$ cat src/rtl/avalon_st_pixel_source.sv
// Avalon-ST source output stage: buffers pixels in a 2-entry FIFO and frames
// them with startofpacket/endofpacket every FRAME_PIXELS beats.
// Latency: 1 cycle from input accept to src_valid_o (no bypass path).
// Backpressure: pix_ready_o drops when both entries are occupied, and is
//   combinational from registered count and clear_i only.
// Ports:
//   clk_i, rst_i           clock, synchronous active-high reset
//   clear_i                synchronous abort: flush FIFO, restart frame indexing
//   pix_valid_i/ready_o/data_i   internal pixel handshake
//   src_valid_o/ready_i/data_o/startofpacket_o/endofpacket_o   Avalon-ST source
//   frame_done_o           one-cycle pulse after the EOP beat is transferred
module avalon_st_pixel_source #(
  parameter int DATA_W       = 8,
  parameter int FRAME_PIXELS = 16
) (
  input  logic              clk_i,
  input  logic              rst_i,
  input  logic              clear_i,
  input  logic              pix_valid_i,
  input  logic [DATA_W-1:0] pix_data_i,
  output logic              pix_ready_o,
  output logic              src_valid_o,
  output logic [DATA_W-1:0] src_data_o,
  output logic              src_startofpacket_o,
  output logic              src_endofpacket_o,
  input  logic              src_ready_i,
  output logic              frame_done_o
);

  localparam logic [15:0] LAST_IDX = 16'(FRAME_PIXELS - 1);

  // Each entry is {data, sop, eop}.
  logic [DATA_W+1:0] mem [2];
  logic [1:0]        count;
  logic              rd_ptr;
  logic              wr_ptr;
  logic [15:0]       in_idx;
  logic              frame_done;

  logic              accept;
  logic              transfer;
  logic [DATA_W+1:0] head;
  logic              head_eop;
  logic              in_sop;
  logic              in_eop;

  assign head     = mem[rd_ptr];
  assign head_eop = head[0];
  assign in_sop   = (in_idx == 16'd0);
  assign in_eop   = (in_idx == LAST_IDX);

  always_comb begin
    pix_ready_o         = (count != 2'd2) && !clear_i;
    src_valid_o         = (count != 2'd0) && !clear_i;
    src_data_o          = '0;
    src_startofpacket_o = 1'b0;
    src_endofpacket_o   = 1'b0;
    // Outputs read zero while empty so an idle port never shows stale data.
    if (count != 2'd0) begin
      src_data_o          = head[DATA_W+1:2];
      src_startofpacket_o = head[1];
      src_endofpacket_o   = head[0];
    end
  end

  // Both handshakes already fold in !clear_i through the ready/valid terms.
  assign accept   = pix_valid_i && pix_ready_o;
  assign transfer = src_valid_o && src_ready_i;

  always_ff @(posedge clk_i) begin
    if (rst_i || clear_i) begin
      count      <= 2'd0;
      rd_ptr     <= 1'b0;
      wr_ptr     <= 1'b0;
      in_idx     <= 16'd0;
      frame_done <= 1'b0;
    end else begin
      frame_done <= transfer && head_eop;
      if (accept) begin
        wr_ptr <= ~wr_ptr;
        // Wrap only on the eop beat so frames always restart at index 0.
        in_idx <= in_eop ? 16'd0 : in_idx + 16'd1;
      end
      if (transfer) begin
        rd_ptr <= ~rd_ptr;
      end
      case ({accept, transfer})
        2'b10:   count <= count + 2'd1;
        2'b01:   count <= count - 2'd1;
        default: count <= count;
      endcase
    end
  end

  // Storage needs no reset: count gates every read of it.
  always_ff @(posedge clk_i) begin
    if (accept && !rst_i) begin
      mem[wr_ptr] <= {pix_data_i, in_sop, in_eop};
    end
  end

  assign frame_done_o = frame_done;

endmodule

$ cat config.mk
export PLATFORM = sky130hd
export DESIGN_NAME = avalon_st_pixel_source
export DESIGN_NICKNAME = d
export VERILOG_FILES = /design/src/rtl/avalon_st_pixel_source.sv
export SDC_FILE = /design/constraint.sdc
export NUM_CORES = 1
export LEC_CHECK = 0
export ABC_AREA = 1
export ABC_CLOCK_PERIOD_IN_PS = 6340
export BUFFER_PORTS_ARGS = -buffer_cell sky130_fd_sc_hd__buf_2
export CORE_AREA = 2 2 71 124
export CTS_CLUSTER_DIAMETER = 80
export DETAILED_ROUTE_END_ITERATION = 12
export DIE_AREA = 0 0 73 126
export SLEW_MARGIN = 10
export SYNTH_ARGS = -nofsm -noshare
export SYNTH_HDL_FRONTEND = slang
export SYNTH_SLANG_ARGS = --single-unit
export TNS_END_PERCENT = 5
$ cat constraint.sdc
create_clock -name clk_i -period 6.34 [get_ports clk_i]
set_input_delay 1.585 -clock clk_i [delete_from_list [all_inputs] [get_ports clk_i]]
set_output_delay 1.585 -clock clk_i [all_outputs]
set_load 0.05 [all_outputs]
# Yosys cells after proc, flatten, opt, wreduce, memory -nomap -nowiden
# Memory sizes are Yosys's and may differ from the RTL's. A register that Yosys moved wholly into a read port is not among the register bits.
# Cells that the tools add are included.
[op_classes]
eq_ne = 4
muxes = 9
add_sub_neg = 3
reduce_logical = 12
bitwise = 2
[ops]
columns = ["cell", "count"]
rows = [
  ["adder 16 x 1 -> 16 bit, second input constant", 1],
  ["== test 16 x 4 -> 1 bit, second input constant", 1],
  ["zero test 16 bit", 1],
  ["2-to-1 mux 16 bit", 1],
  ["2-to-1 mux 8 bit", 1],
  ["logical AND 1 bit", 6],
  ["2-to-1 mux 1 bit", 6],
  ["case mux 2 bit (2 select lines)", 1],
  ["nonzero test 2 bit", 2],
  ["adder 2 x 1 -> 2 bit, second input constant", 1],
  ["== test 2 x 1 -> 1 bit, second input constant", 1],
  ["== test 2 bit, second input constant", 1],
  ["zero test 1 bit", 2],
  ["inequality test 2 bit, second input constant", 1],
  ["inverter 1 bit", 2],
  ["subtractor 2 x 1 -> 2 bit, second input constant", 1],
  ["logical OR 1 bit", 1],
]
[word_totals]
memories = 1
output_inout_bits = 13
ff_bits = 21
ram_bits = 20
wordCells = 36
[mem_list]
columns = ["name", "depth", "word_bits", "rd", "rd_ports_with_merged_regs", "write_ports", "line", "source"]
rows = [
  ["mem", 2, 10, 1, 1, 1, "33", "logic [DATA_W+1:0] mem [2];"],
]

# Depth between registers and ports, before layout
[depth]
ltp_word = 6
ltp_mapped = 11
ltp_nobuf = 11

# Worst setup path before layout
# Ideal clock, no wire load.
[synth_path]
path_kind = "input to output"
start = "in clear_i"
end = "out src_valid_o"
path_stages = 1
path_slack_ns = 2.488
arrival_time_ns = 2.267
cell_sequence = "nor2_1"
[synth_via]
elab_chain_len = 2
[synth_lines]
columns = ["item", "line", "source"]
rows = [
  ["from (decl)", "18", "input logic clear_i,"],
  ["zero test 1 bit", "54", "src_valid_o = (count != 2'd0) && !clear_i;"],
  ["logical AND 1 bit", "54", ""],
  ["to (decl)", "22", "output logic src_valid_o,"],
]
# Every way passes these cells.

# Worst setup path in the final report
[layout_path]
start = "in clear_i"
end = "out pix_ready_o"
[layout_via]
elab_chain_len = 2
[layout_lines]
columns = ["item", "line", "source"]
rows = [
  ["zero test 1 bit", "53", "pix_ready_o = (count != 2'd2) && !clear_i;"],
  ["logical AND 1 bit", "53", ""],
  ["to (decl)", "21", "output logic pix_ready_o,"],
]
# Every way passes these cells.

==> results.py <==
metrics = {
    "finish": {
        "stdcell_count": 362,
        "n_antenna_cell": 0,
        "layout_common_cells": "nand2_1, nor2_1, inv_1, buf_2, dfxtp_1",
        "finish.utilization": 0.291,
        "layout_commonest_cell": "nand2_1",
        "nNetsFinal": 285,
        "layout-drive-gt1-share": 0.196,
        "synthToLayoutAreaGrowth_pct": 19.9,
    },
    "pwr": {
        "p_total_mw": 0.608,
        "combPwrFrac": 0.056,
        "p_int_mw": 0.482,
        "power.static_leakage_nw": 0.955,
        "sequentialPowerShare": 0.475,
        "powerDensity_nw_per_um2": 255,
        "pwr-share-clk": 0.469,
        "p_sw_frac": 0.206,
        "netSwitchingPower_mw": 0.125,
        "ir_drop_mv": 0.125,
    },
    "die": {
        "die-area_sq_um": 9200,
        "pin_count": 26,
        "start_util": 0.243,
        "die_w_microns": 73,
        "core-area_sq_um": 8200,
        "num_rows": 44,
        "fp.dieH_microns": 126,
    },
    "sta": {
        "fin_skew_ns": 0.00502,
        "tightest_slew_ns": 0.415,
        "slew_headroom": 0.723,
        "rsz0062_at_grt": "false",
        "setup_violations": 0,
        "whs_ns": 0.482,
        "hold_viol_final": 0,
        "fin_crit_ns": 3.78,
        "timing.final.crit_share": 0.597,
        "finalSetupTns_ns": 0,
        "fmax_mhz": 264,
        "drv_slew": 0,
    },
    "run": {
        "max_cap_viol_count": 0,
    },
    "worst_setup_path": {
        "cp-end-kind": "primary output",
        "crit_type": "input port to primary output",
        "crit_fanout": 3,
        "arrival_ns": 2.20,
        "r2r_cells": 11,
        "cp-start-kind": "input port",
        "critPathRequiredTime_ns": 4.76,
    },
    "grt": {
        "globalRoute.totalOverflow": 0,
        "grt_pass1_wl_microns": 6570,
        "grt_pass1_vias": 1501,
        "grt_max_degree": 14,
        "grtUsageTotal": 0.0950,
        "antenna_found_initial": 0,
    },
    "yosys": {
        "syn-num-nets": 255,
        "synth_cells": 239,
        "async_reset_ff_frac": 0,
        "synthesis.area_sq_um": 1990,
        "yosys_warnings": 0,
        "ys_seq_area_frac": 0.523,
        "synth-main-ff-cell": "dfxtp_1",
        "synth_edf_count": 20,
        "yosys_register_bits": 42,
        "synth.distinct_cells": 25,
        "avgSynthCellArea_sq_um": 8.33,
    },
    "hold_path": {
        "hold_depth": 2,
        "hold_class": "flip-flop to flip-flop",
    },
    "place": {
        "numPortBuffers": 25,
        "place_inst": 354,
        "dp_hpwl_microns": 3080,
        "gp_congestion": 0.825,
    },
    "route": {
        "drt-vias-per-instance": 4.27,
        "drc": 0,
        "dr.first_iter.drc_count": 53,
        "final_antenna_net_count": 0,
        "routed_wl_microns": 4000,
        "drtPass1Iterations": 4,
        "vias": 1545,
        "drt-wirelength-per-cell_microns": 11.0,
    },
    "clock_tree": {
        "clock_path_buffers": 2,
        "cts_buffers": 5,
        "cts_setup_buffers": 0,
        "clk_pin_slew_worst_paths_ns": 0.05,
        "cts_resized": 0,
        "cts_sinks": 42,
        "htreeDepth": 2,
        "postCtsHoldBufs": 0,
        "clockRootBuffer": "clkbuf_16",
        "cts_tree": "yes",
        "clk_latency_ns": 0.28,
    },
    "status": {
        "status": "completed",
    },
}
## worst max-delay path: stages
cell	delay [ns]
buf_2	0.11
inv_1	0.11
nand2_2	0.09
inv_1	0.05
buf_2	0.25
## logic make-up after synthesis
family,Yosys count,share of synthesized area
AOI/OAI and AO/OA,23,0.0591
xor gates and xnor gates,6,0.0264
adders and majority gates,3,0.0189
buffers and inverters,33,0.0679
DFF,42,0.523
muxes,1,0.00503
and+or+nand+nor,131,0.300
## path summary, 6_finish.rpt
kind	startpoint	endpoint	slack (ns)
setup / recovery	clear_i	pix_ready_o	2.56
hold / removal	count[1]	count[1]	0.48
setup reg to reg	count[0]	count[1]	4.43
hold reg to reg	count[1]	count[1]	0.48
## power by group through the flow
stage | clock [mW] | combinational, mW | sequential [mW]
floorplan | 0 | 0.0233 | 0.294
global placement | 0 | 0.0340 | 0.295
detailed placement | 0 | 0.0346 | 0.295
CTS | 0.293 | 0.0348 | 0.289
global route | 0.302 | 0.0375 | 0.289
finish | 0.285 | 0.0340 | 0.289
## synthesized netlist by cell type (6+ instances only)
cell	number	share of area
a21oi_1	16	0.040
dfxtp_1	22	0.22
edfxtp_1	20	0.30
inv_1	25	0.047
nand2_1	60	0.11
nand3_1	10	0.025
nor2_1	36	0.068
nor2_2	6	0.019
nor3_1	6	0.015
o21ai_0	6	0.015
## state kept, by name, summed over array words and instances (netlist names), named ones only
| register | cells |
|---|---|
| frame_done_o | 1 |
| count | 2 |
| rd_ptr | 1 |
| in_idx | 16 |
| mem | 20 |
| wr_ptr | 1 |
## per-stage QoR
step,setup slack (ns),instance area (sq um)
after global placement,2.56,2220
after floorplan,2.49,1990
after global routing,2.51,2390
after detailed placement,2.55,2220
after CTS,2.55,2390
final,2.56,2390
## layer usage
| metal | global-route usage | part of all wire | vias up |
|---|---|---|---|
| li1 | - | - | 823 |
| met5 | 0 | 0 | - |
| met2 | 0.184 | 0.57 | 25 |
| met1 | 0.0783 | 0.37 | 687 |
| met3 | 0.0232 | 0.025 | 10 |
| met4 | 0.0632 | 0.034 | 0 |
## final cells by class
type / count / area, sq um
clock buffer: 6 / 129
clock inverter: 2 / 37.5
fill: 843 / 5820
inverter: 29 / 109
multi-input combinational: 164 / 815
sequential: 42 / 1040
tap: 92 / 115
timing repair buffer: 27 / 140
Note: power is estimated with default switching activity, not from simulation.
